File: src/rtl/ps2_receiver.sv
// PS/2 keyboard receiver: synchronizes the raw lines, deframes 11-bit
// frames with odd parity, and queues good scan codes in a small FIFO.
module ps2_receiver #(
    parameter int TIMEOUT_CYCLES = 12000,
    parameter int FIFO_DEPTH     = 4
) (
    input  logic       clk,
    input  logic       rst,
    input  logic       ps2_clk,
    input  logic       ps2_data,
    output logic [7:0] code,
    output logic       code_valid,
    input  logic       code_ready,
    output logic       parity_err,
    output logic       frame_err,
    output logic       overflow,
    output logic       busy
);

    localparam int TW = $clog2(TIMEOUT_CYCLES + 1);
    localparam int AW = $clog2(FIFO_DEPTH);

    typedef enum logic [1:0] {IDLE, DATA, PARITY, STOP} state_t;

    state_t        state;
    logic [1:0]    clk_sy;
    logic [1:0]    dat_sy;
    logic          clk_prev;
    logic [2:0]    bit_cnt;
    logic [7:0]    shift;
    logic          par_bit;
    logic [TW-1:0] tcnt;

    logic [7:0]    mem [FIFO_DEPTH];
    logic [AW-1:0] wr_ptr;
    logic [AW-1:0] rd_ptr;
    logic [AW:0]   count;

    logic fall;
    logic bit_in;
    logic par_ok;
    logic timeout;
    logic push;
    logic pop;
    logic full;
    logic wr_en;

    always_ff @(posedge clk or negedge rst) begin
        if (!rst) begin
            clk_sy   <= 2'b11;
            dat_sy   <= 2'b11;
            clk_prev <= 1'b1;
        end else begin
            clk_sy   <= {clk_sy[0], ps2_clk};
            dat_sy   <= {dat_sy[0], ps2_data};
            clk_prev <= clk_sy[1];
        end
    end

    assign fall    = clk_prev & ~clk_sy[1];
    assign bit_in  = dat_sy[1];
    assign par_ok  = ^{shift, par_bit};
    assign timeout = (state != IDLE) && !fall &&
                     (tcnt == TW'(TIMEOUT_CYCLES - 1));
    assign push    = (state == STOP) && fall && bit_in && par_ok;
    assign busy    = (state != IDLE);

    always_ff @(posedge clk or negedge rst) begin
        if (!rst) begin
            state      <= IDLE;
            bit_cnt    <= 3'd0;
            shift      <= 8'h00;
            par_bit    <= 1'b0;
            tcnt       <= '0;
            parity_err <= 1'b0;
            frame_err  <= 1'b0;
        end else begin
            parity_err <= 1'b0;
            frame_err  <= 1'b0;
            if (timeout) begin
                state     <= IDLE;
                tcnt      <= '0;
                frame_err <= 1'b1;
            end else begin
                if (state == IDLE || fall)
                    tcnt <= '0;
                else
                    tcnt <= tcnt + TW'(1);
                if (fall) begin
                    unique case (state)
                        IDLE: begin
                            bit_cnt <= 3'd0;
                            if (!bit_in)
                                state <= DATA;
                            else
                                frame_err <= 1'b1;
                        end
                        DATA: begin
                            shift   <= {bit_in, shift[7:1]};
                            bit_cnt <= bit_cnt + 3'd1;
                            if (bit_cnt == 3'd7)
                                state <= PARITY;
                        end
                        PARITY: begin
                            par_bit <= bit_in;
                            state   <= STOP;
                        end
                        STOP: begin
                            state <= IDLE;
                            if (!bit_in)
                                frame_err <= 1'b1;
                            else if (!par_ok)
                                parity_err <= 1'b1;
                        end
                        default: state <= IDLE;
                    endcase
                end
            end
        end
    end

    assign code_valid = (count != '0);
    assign code       = mem[rd_ptr];
    assign full       = (count == (AW+1)'(FIFO_DEPTH));
    assign pop        = code_valid & code_ready;
    // When full, a same-cycle pop frees the head slot that wr_ptr aliases
    assign wr_en      = push & (~full | pop);

    always_ff @(posedge clk or negedge rst) begin
        if (!rst) begin
            for (int i = 0; i < FIFO_DEPTH; i++)
                mem[i] <= 8'h00;
            wr_ptr   <= '0;
            rd_ptr   <= '0;
            count    <= '0;
            overflow <= 1'b0;
        end else begin
            overflow <= push & full & ~pop;
            if (wr_en) begin
                mem[wr_ptr] <= shift;
                wr_ptr      <= wr_ptr + AW'(1);
            end
            if (pop)
                rd_ptr <= rd_ptr + AW'(1);
            unique case ({wr_en, pop})
                2'b10:   count <= count + (AW+1)'(1);
                2'b01:   count <= count - (AW+1)'(1);
                default: count <= count;
            endcase
        end
    end

endmodule
File: config.mk
export PLATFORM = sky130hd
export DESIGN_NAME = ps2_receiver
export DESIGN_NICKNAME = d
export VERILOG_FILES = /design/src/rtl/ps2_receiver.sv
export SDC_FILE = /design/constraint.sdc
export NUM_CORES = 1
export LEC_CHECK = 0
export ABC_AREA = 1
export CORE_MARGIN = 8
export CORE_UTILIZATION = 35
export CTS_BUF_LIST = sky130_fd_sc_hd__clkbuf_4 sky130_fd_sc_hd__clkbuf_8
export CTS_CLUSTER_DIAMETER = 30
export DETAILED_ROUTE_END_ITERATION = 6
export GPL_TIMING_DRIVEN = 1
export SYNTH_ARGS = -nofsm -noshare
export SYNTH_HDL_FRONTEND = slang
export SYNTH_SLANG_ARGS = --single-unit
File: constraint.sdc
create_clock -name clk -period 5.4 [get_ports clk]
set_clock_uncertainty 0.15 [all_clocks]
set_input_delay 1.62 -clock clk [delete_from_list [all_inputs] [get_ports clk]]
set_output_delay 1.62 -clock clk [all_outputs]
set_load 0.02 [all_outputs]
---- Yosys cells after proc, flatten, opt, wreduce, memory -nomap -nowiden ----
Index checks and enable logic that the tools add are counted.
word-level totals
  register bits after elaboration ......... 75
cells by class
  add/sub/neg operators ................... 6
  order comparisons ....................... 3
  equal/unequal tests ..................... 10
  mux-type cells .......................... 25
  bitwise logic cells ..................... 12
  reduce and logical (&&, ||, !) cells .... 19
operators with widths
  kind                     number
  $bwmux W32               1
  $mux W14                 2
  $mux W8                  3
  $bmux W8 S2              1
  $demux W8 S2             1
  $add A14 B1 Y14 const B  1
  $eq A14 B14 Y1 const B   1
  $pmux W3 S2              2
  $reduce_and A3 Y1        4
  $mux W1                  9
  $reduce_xor A9 Y1        1
  $mux W2                  4
  $pmux W2 S4              1
  $reduce_bool A2 Y1       4
  $add A3 B1 Y3 const B    2
  $eq A2 B2 Y1 const B     3
  $eq A3 B3 Y1 const B     2
  $ge A3 B3 Y1 const B     2
  $logic_and A1 B1 Y1      6
  $ne A3 B3 Y1 const B     2
  $not A2 Y3               2
  $and A1 B1 Y1            5
  $add A2 B1 Y2 const B    2
  $eq A2 B1 Y1 const B     2
  other kinds (9)          12

---- Longest topological paths before layout ----
Gate-level depths: netlist of run 1.
  word-level depth ........................ 8
  gate-level depth with buffers ........... 15
  gate-level depth less buffers ........... 15

---- Least setup slack after synthesis of run 1 ----
No wires, ideal clock.
  path type ............................... register to output
  start point ............................. register rd_ptr[0]
  end point ............................... output code[5]
  data arrival time ....................... 1.358 ns
  path slack .............................. 2.272 ns
  cell stages (with the launch flop) ...... 6
  path buffers ............................ 2
  cell sequence ........................... dfrtp_1 -> clkbuf_1 -> inv_1 -> clkbuf_1 -> o21ai_0 -> o22ai_1
between the ends
  word-level cells in the longest chain between the ends .. 4
ends and longest elaborated chain
  element                                     RTL line  text
  from (decl)                                 36        logic [AW-1:0] rd_ptr;
  from (signal assigned)                      144       rd_ptr <= rd_ptr + AW'(1);
  $not A2 Y3 (not written as such)            123       assign code = mem[rd_ptr];
  $bmux W8 S2                                 123
  $mux W8 (not written as such) (2 in a row)  123
  to (decl)                                   11        output logic [7:0] code,
Every way passes these cells. The select of a mux whose other input is x is not followed.

---- Worst setup path after layout of run 1 ----
  start point ............................. register rd_ptr[0]
  end point ............................... output code[6]
The elaborated chain is that of the path after synthesis.

==> results of run 1 <==
==> cell usage in the layout (no fill, tap or decap), types with 2 or more instances in the layout <==
cell type                         synthesis  layout
sky130_fd_sc_hd__o21ai_0                 36      36
sky130_fd_sc_hd__clkbuf_4                 0       2
sky130_fd_sc_hd__dfrtp_1                 70      70
sky130_fd_sc_hd__a21oi_2                  4       4
sky130_fd_sc_hd__nor2_8                   5       5
sky130_fd_sc_hd__nand3_2                  3       3
sky130_fd_sc_hd__clkdlybuf4s50_1          0      16
sky130_fd_sc_hd__o22ai_1                  8       8
sky130_fd_sc_hd__nand2_1                 57      57
sky130_fd_sc_hd__nand4_1                  3       3
sky130_fd_sc_hd__a21oi_1                 40      40
sky130_fd_sc_hd__nand2_4                  2       2
sky130_fd_sc_hd__nor2_1                  68      68
sky130_fd_sc_hd__nand2_2                  3       3
sky130_fd_sc_hd__clkbuf_8                 0       9
sky130_fd_sc_hd__ha_1                    12      12
sky130_fd_sc_hd__bufinv_16                0       2
sky130_fd_sc_hd__xor2_1                   4       4
sky130_fd_sc_hd__nor3_1                   6       6
sky130_fd_sc_hd__clkinvlp_4               0       2
sky130_fd_sc_hd__o21a_1                   2       2
sky130_fd_sc_hd__dfstp_2                  5       5
sky130_fd_sc_hd__inv_1                   45      45
sky130_fd_sc_hd__inv_2                    5       5
sky130_fd_sc_hd__nand3_1                 12      12
==> per-layer routing <==
| metal | up-vias | share of wire, % |
|---|---|---|
| met2 | 39 | 44 |
| li1 | 1347 | - |
| met4 | 0 | 1.3 |
| met5 | - | 0 |
| met1 | 1243 | 50 |
| met3 | 8 | 4.5 |
==> final cells by class <==
| cell class | instances | area [um2] | share of cell area [%] |
|---|---|---|---|
| multi-input combinational | 273 | 1500 | 36.3 |
| inverter | 50 | 188 | 4.55 |
| clock inverter | 5 | 80.1 | 1.94 |
| tap | 136 | 170 | 4.12 |
| timing repair buffer | 17 | 168 | 4.06 |
| sequential | 75 | 1880 | 45.6 |
| clock buffer | 11 | 139 | 3.37 |
==> worst reg2reg max path: cells and delay by family (launching register included) <==
kind            cells  cell delay, ns
compound gates      2            0.42
fa+ha+maj           1            0.47
buf+inv             3            0.23
flops               1            0.52
simple gates        4            0.51
==> power groups by stage <==
stage,clock [uW],combinational (uW),sequential [uW]
floorplan,0,639,757
global placement,0,820,793
detailed placement,0,840,798
CTS,490,843,788
global route,515,953,807
finish,474,829,787
==> metrics by stage <==
step / power [uW] / setup slack, ns / instance area, um2 / utilization, %
final: 2090 / 1.39 / 4130 / 40.3
after global routing: 2280 / 1.16 / 4130 / 40.3
after CTS: 2120 / 1.35 / 4130 / 40.3
after detailed placement: 1640 / 1.75 / 3910 / 38.2
after global placement: 1610 / 1.80 / 3910 / 38.2
after floorplan: 1400 / 2.27 / 3640 / -
==> final timing paths <==
check	end	slack (ns)
min in group asynchronous	mem[5]$_DFFE_PN0P_	1.25
setup / recovery	code[6]	1.39
setup reg to reg	count[1]$_DFFE_PN0P_	3.01
hold / removal	clk_sy[1]$_DFF_PN1_	0.21
hold reg to reg	clk_sy[1]$_DFF_PN1_	0.21
max in group asynchronous	mem[27]$_DFFE_PN0P_	3.22
==> state kept, by name (all words and copies together), names as in the netlist <==
name,count
dat_sy,2
clk_sy,2
par_bit,1
frame_err,1
tcnt,14
overflow,1
wr_ptr,2
state,2
count,3
rd_ptr,2
clk_prev,1
bit_cnt,3
parity_err,1
shift,8
mem,32
==> kinds of logic after synthesis <==
logic type                 Yosys count  share of synthesized area [%]
DFF                                 75                           51.7
buffers and inverters               59                           7.12
adders and majority gates           13                           4.68
and+or+nand+nor                    163                           21.7
AOI/OAI and AO/OA                   92                           13.6
xor gates and xnor gates             5                           1.20
==> results.sh, run 1 <==
export IMPL_switching_power_uw=823
export IMPL_viasPerCell=4.65
export IMPL_tritoncts="built"
export IMPL_critical_path_buf_inv_count=2
export IMPL_postSynthAreaPerCell_um2=8.94
export IMPL_mapped_cell_area_um2=3640
export IMPL_global_route_wire_length_before_repair_um=12100
export IMPL_hold_slack_ns=0.209
export IMPL_rsz0062_at_grt="no"
export IMPL_floorplan_die_area_um2=13900
export IMPL_worst_endpoint_required_ns=3.63
export IMPL_groute_layer_met2_usage_pct=16.3
export IMPL_worst_setup_path_end_kind="output pin"
export IMPL_grt_ovfl_total=0
export IMPL_drt_antenna_violating_nets=0
export IMPL_sequentialPowerShare_pct=37.7
export IMPL_timing_final_setup_violations=0
export IMPL_detailed_place_hpwl_um=4750
export IMPL_port_buffers=17
export IMPL_crit_chain="inv_1, o21ai_0, o22ai_1, clkdlybuf4s50_1"
export IMPL_postSynthRegisterBits=75
export IMPL_detail_route_drc_violations=0
export IMPL_critPathMaxStageDelay_ns=0.63
export IMPL_synth_fp_nets=425
export IMPL_run_status="completed"
export IMPL_detail_route_iter0_violations=175
export IMPL_post_cts_setup_buffers=0
export IMPL_cts_root_buffer_cell="sky130_fd_sc_hd__clkbuf_8"
export IMPL_finalWirelength_um=6610
export IMPL_n_antenna_cell=0
export IMPL_async_reset_ff_share_pct=100
export IMPL_use_met1_pct=13.0
export IMPL_instances_no_fill=567
export IMPL_post_cts_repair_resize_count=0
export IMPL_floorplan_io_pins=18
export IMPL_syn_instance_count=407
export IMPL_worstReg2RegStart="clk_prev$_DFF_PN1_"
export IMPL_clock_tree_htree_level_count=3
export IMPL_post_synth_top_count_cell="sky130_fd_sc_hd__dfrtp_1"
export IMPL_first_pass_iteration_count_of_the_detailed_router=4
export IMPL_design_core_area_um2=10200
export IMPL_synth_edff_count=0
export IMPL_aggregate_negative_setup_slack_ns=0
export IMPL_synth_cell_types=31
export IMPL_cts_buffers=9
export IMPL_final_hold_viol_count=0
export IMPL_clkLatencyLatePin_ns=0.35
export IMPL_timing_hold_worst_start="clk_sy[0]$_DFF_PN1_"
export IMPL_clk_transition_reported_paths_ns=0.09
export IMPL_slew_violations=0
export IMPL_area_growth_synth_to_finish_pct=13.3
export IMPL_maxCapViolations=0
export IMPL_grt_met3_usage_pct=3.45
export IMPL_drt_wirelength_per_cell_um=11.7
export IMPL_max_freq_mhz=249
export IMPL_post_route_cells_drive_above_1_share_pct=10.9
export IMPL_p_leak_uw=0.00204
export IMPL_first_global_vias=2629
export IMPL_period_needed_ns=4.01
export IMPL_grt_start_max_net_pins=76
export IMPL_die_height_um=118
export IMPL_synth_area_leader_cell="sky130_fd_sc_hd__dfrtp_1"
export IMPL_criticalPathCategory="reg -> out"
export IMPL_worst_endpoint_arrival_ns=2.24
export IMPL_synth_area_leaders="sky130_fd_sc_hd__dfrtp_1, sky130_fd_sc_hd__nor2_1, sky130_fd_sc_hd__nand2_1, sky130_fd_sc_hd__a21oi_1, sky130_fd_sc_hd__o21ai_0"
export IMPL_holdPathStages=0
export IMPL_die_width_um=118
export IMPL_num_rows=37
export IMPL_critical_path_peak_fanout=18
export IMPL_worst_reg2reg_path_length_in_cells=10
export IMPL_hold_path_class="reg -> reg"
export IMPL_dr_total_vias=2637
export IMPL_portion_of_total_power_attributed_to_the_clock_network_pct=22.7
export IMPL_critical_path_top_delay_family="buffers and inverters"
export IMPL_synth_seq_area_share_pct=51.7
export IMPL_synthDominantCellAreaShare_pct=48.1
export IMPL_global_route_usage_total_pct=10.3
export IMPL_power_share_switching_pct=39.4
export IMPL_cts_buffer_depth=2
export IMPL_comb_power_share_pct=39.7
export IMPL_number_of_antenna_violations_at_the_first_check_in_global_routing=0
export IMPL_flip_flop_cell_with_the_highest_count_after_synthesis="sky130_fd_sc_hd__dfrtp_1"
export IMPL_p_int_uw=1270
export IMPL_ctsHoldBuffers=0
export IMPL_initial_core_util_pct=35.6
export IMPL_worst_setup_path_startpoint="rd_ptr[0]$_DFFE_PN0P_"
export IMPL_p_per_area_nw_per_um2=507
export IMPL_globalplace_congestion=0.778
export IMPL_placedCellCount=551
export IMPL_grt_busiest_layer="met2"
export IMPL_synthesis_yosys_warnings=0
export IMPL_post_synth_most_frequent_cells="sky130_fd_sc_hd__dfrtp_1, sky130_fd_sc_hd__nor2_1, sky130_fd_sc_hd__nand2_1, sky130_fd_sc_hd__inv_1, sky130_fd_sc_hd__a21oi_1"
export IMPL_critical_path_cell_count=4
export IMPL_crit_path_slowest_cell="sky130_fd_sc_hd__clkdlybuf4s50_1"
export IMPL_final_net_count=444
export IMPL_slew_limit_headroom_pct=37.0
export IMPL_final_min_period_over_clock_period_pct=74.3
export IMPL_vdd_drop_max_mv=0.158
export IMPL_clkSinkCount=75
export IMPL_filler_cell_count=1040
export IMPL_max_slew_worst_pin_slew_ns=0.946
export IMPL_timing_critical_path_from_type="flip-flop"
Power figures use the tool's default switching activity.
==> run 2, diff against run 1 <==
- clock period: 5.4 -> 3.5 ns (I/O delays scaled with it)
==> results.sh, run 2 (synthesized netlist as in run 1, its figures left out) <==
export IMPL_run_status="completed"
export IMPL_first_global_vias=2545
export IMPL_critical_path_buf_inv_count=2
export IMPL_p_leak_uw=0.00205
export IMPL_clkLatencyLatePin_ns=0.34
export IMPL_setup_ws_post_layout_ns=0.328
export IMPL_detail_route_iter0_violations=201
export IMPL_n_antenna_cell=0
export IMPL_die_width_um=118
export IMPL_max_slew_worst_pin_slew_ns=0.937
export IMPL_post_cts_repair_resize_count=0
export IMPL_crit_chain="inv_1, o21ai_0, o22ai_1, clkdlybuf4s50_1"
export IMPL_design_core_area_um2=10200
export IMPL_critical_path_peak_fanout=17
export IMPL_wl_met3_um=295
export IMPL_layout_common_cells="sky130_fd_sc_hd__dfrtp_1, sky130_fd_sc_hd__nor2_1, sky130_fd_sc_hd__nand2_1"
export IMPL_floorplan_die_area_um2=13900
export IMPL_clock_tree_htree_level_count=3
export IMPL_detailed_place_hpwl_um=4890
export IMPL_cts_buffers=9
export IMPL_slew_limit_headroom_pct=37.5
export IMPL_clk_transition_reported_paths_ns=0.08
export IMPL_post_route_cells_drive_above_1_share_pct=11.1
export IMPL_clkSinkCount=75
export IMPL_layout_top_registers="mem: 32 flops, tcnt: 14 flops, shift: 8 flops"
export IMPL_aggregate_negative_setup_slack_ns=0
export IMPL_vdd_drop_max_mv=0.365
export IMPL_utilization_pct=40.4
export IMPL_worst_endpoint_required_ns=2.30
export IMPL_portion_of_total_power_attributed_to_the_clock_network_pct=22.8
export IMPL_slew_violations=0
export IMPL_die_height_um=118
export IMPL_area_growth_synth_to_finish_pct=13.7
export IMPL_detail_route_drc_violations=0
export IMPL_first_pass_iteration_count_of_the_detailed_router=4
export IMPL_sequentialPowerShare_pct=36.7
export IMPL_finish_instance_area_um2=4140
export IMPL_period_needed_ns=3.17
export IMPL_switching_power_uw=1310
export IMPL_final_min_period_over_clock_period_pct=90.6
export IMPL_comb_power_share_pct=40.5
export IMPL_maxCapViolations=0
export IMPL_number_of_antenna_violations_at_the_first_check_in_global_routing=0
export IMPL_p_per_area_nw_per_um2=788
export IMPL_hold_path_class="reg -> reg"
export IMPL_globalplace_congestion=0.823
export IMPL_reg2reg_slack_ns=1.16
export IMPL_dpl_instance_area_um2=3910
export IMPL_critical_path_top_delay_family="buffers and inverters"
export IMPL_final_net_count=445
export IMPL_finalWirelength_um=6850
export IMPL_port_buffers=17
export IMPL_criticalPathCategory="reg -> out"
export IMPL_post_cts_setup_buffers=0
export IMPL_worstReg2RegStart="clk_prev$_DFF_PN1_"
export IMPL_tritoncts="built"
export IMPL_rsz0062_at_grt="no"
export IMPL_worst_endpoint_arrival_ns=1.97
export IMPL_cts_root_buffer_cell="sky130_fd_sc_hd__clkbuf_8"
export IMPL_largest_register_ffs=32
export IMPL_drt_wirelength_per_cell_um=12.1
export IMPL_grt_start_max_net_pins=76
export IMPL_viasPerCell=4.65
export IMPL_crit_path_slowest_cell="sky130_fd_sc_hd__clkdlybuf4s50_1"
export IMPL_timing_critical_path_from_type="flip-flop"
export IMPL_power_share_switching_pct=40.1
export IMPL_initial_core_util_pct=35.6
export IMPL_p_int_uw=1950
export IMPL_cts_buffer_depth=2
export IMPL_layout_commonest_cell="sky130_fd_sc_hd__dfrtp_1"
export IMPL_num_rows=37
export IMPL_route_met2_wl_um=3150
export IMPL_ctsHoldBuffers=0
export IMPL_floorplan_io_pins=18
export IMPL_dr_total_vias=2640
export IMPL_max_freq_mhz=315
export IMPL_drt_antenna_violating_nets=0
export IMPL_critPathMaxStageDelay_ns=0.63
export IMPL_wl_met1_um=3350
export IMPL_top_register="mem"
export IMPL_dp_slack_ns=0.683
export IMPL_global_route_usage_total_pct=10.5
export IMPL_grt_ovfl_total=0
export IMPL_timing_final_setup_violations=0
export IMPL_global_route_wire_length_before_repair_um=12100
export IMPL_route_top_layer_used="met4"
export IMPL_timing_hold_worst_start="dat_sy[0]$_DFF_PN1_"
export IMPL_worst_setup_path_end_kind="output pin"
export IMPL_final_hold_viol_count=0
export IMPL_worst_setup_path_startpoint="rd_ptr[0]$_DFFE_PN0P_"
-- run 2: cell types whose count changed in the layout (fill, tap and decap cells not counted), sizes merged --
cell / previous run / this run
buf: 1 / 2
clkbuf: 11 / 9
clkinv: 1 / 4
clkinvlp: 2 / 0
inv: 50 / 51
-- run 2: final timing paths --
kind / end / depth (start not counted)
max: code[2] / 4
min: dat_sy[1]$_DFF_PN1_ / 0
max reg2reg: count[1]$_DFFE_PN0P_ / 10
min reg2reg: dat_sy[1]$_DFF_PN1_ / 0
max in group asynchronous: frame_err$_DFF_PN0_ / 1
min in group asynchronous: mem[5]$_DFFE_PN0P_ / 1
-- run 2: metal layers --
layer  vias to the layer above  track usage, %
met5                         -               0
met4                         0            3.20
met3                         7            3.36
met2                        37            15.8
met1                      1243            14.0
li1                       1353               -
-- run 2: metrics by stage --
stage,total power (uW),hold WS [ns],std cells
after floorplan,2150,0.195,407
after global placement,2520,0.197,552
after detailed placement,2550,0.197,552
after CTS,3300,0.208,568
after global routing,3520,0.212,568
final,3260,0.208,568
-- run 2: final cells by class --
cell class | count | area (um2)
clock buffer | 9 | 124
clock inverter | 7 | 100
fill | 1028 | 6090
inverter | 50 | 188
multi-input combinational | 273 | 1500
timing repair buffer | 18 | 175
tap | 136 | 170
sequential | 75 | 1880
-- run 2: power groups by stage --
stage,clock [uW],combinational [uW],sequential [uW]
global route,797,1500,1230
CTS,764,1340,1200
finish,743,1320,1200
floorplan,0,986,1170
global placement,0,1310,1210
detailed placement,0,1340,1220
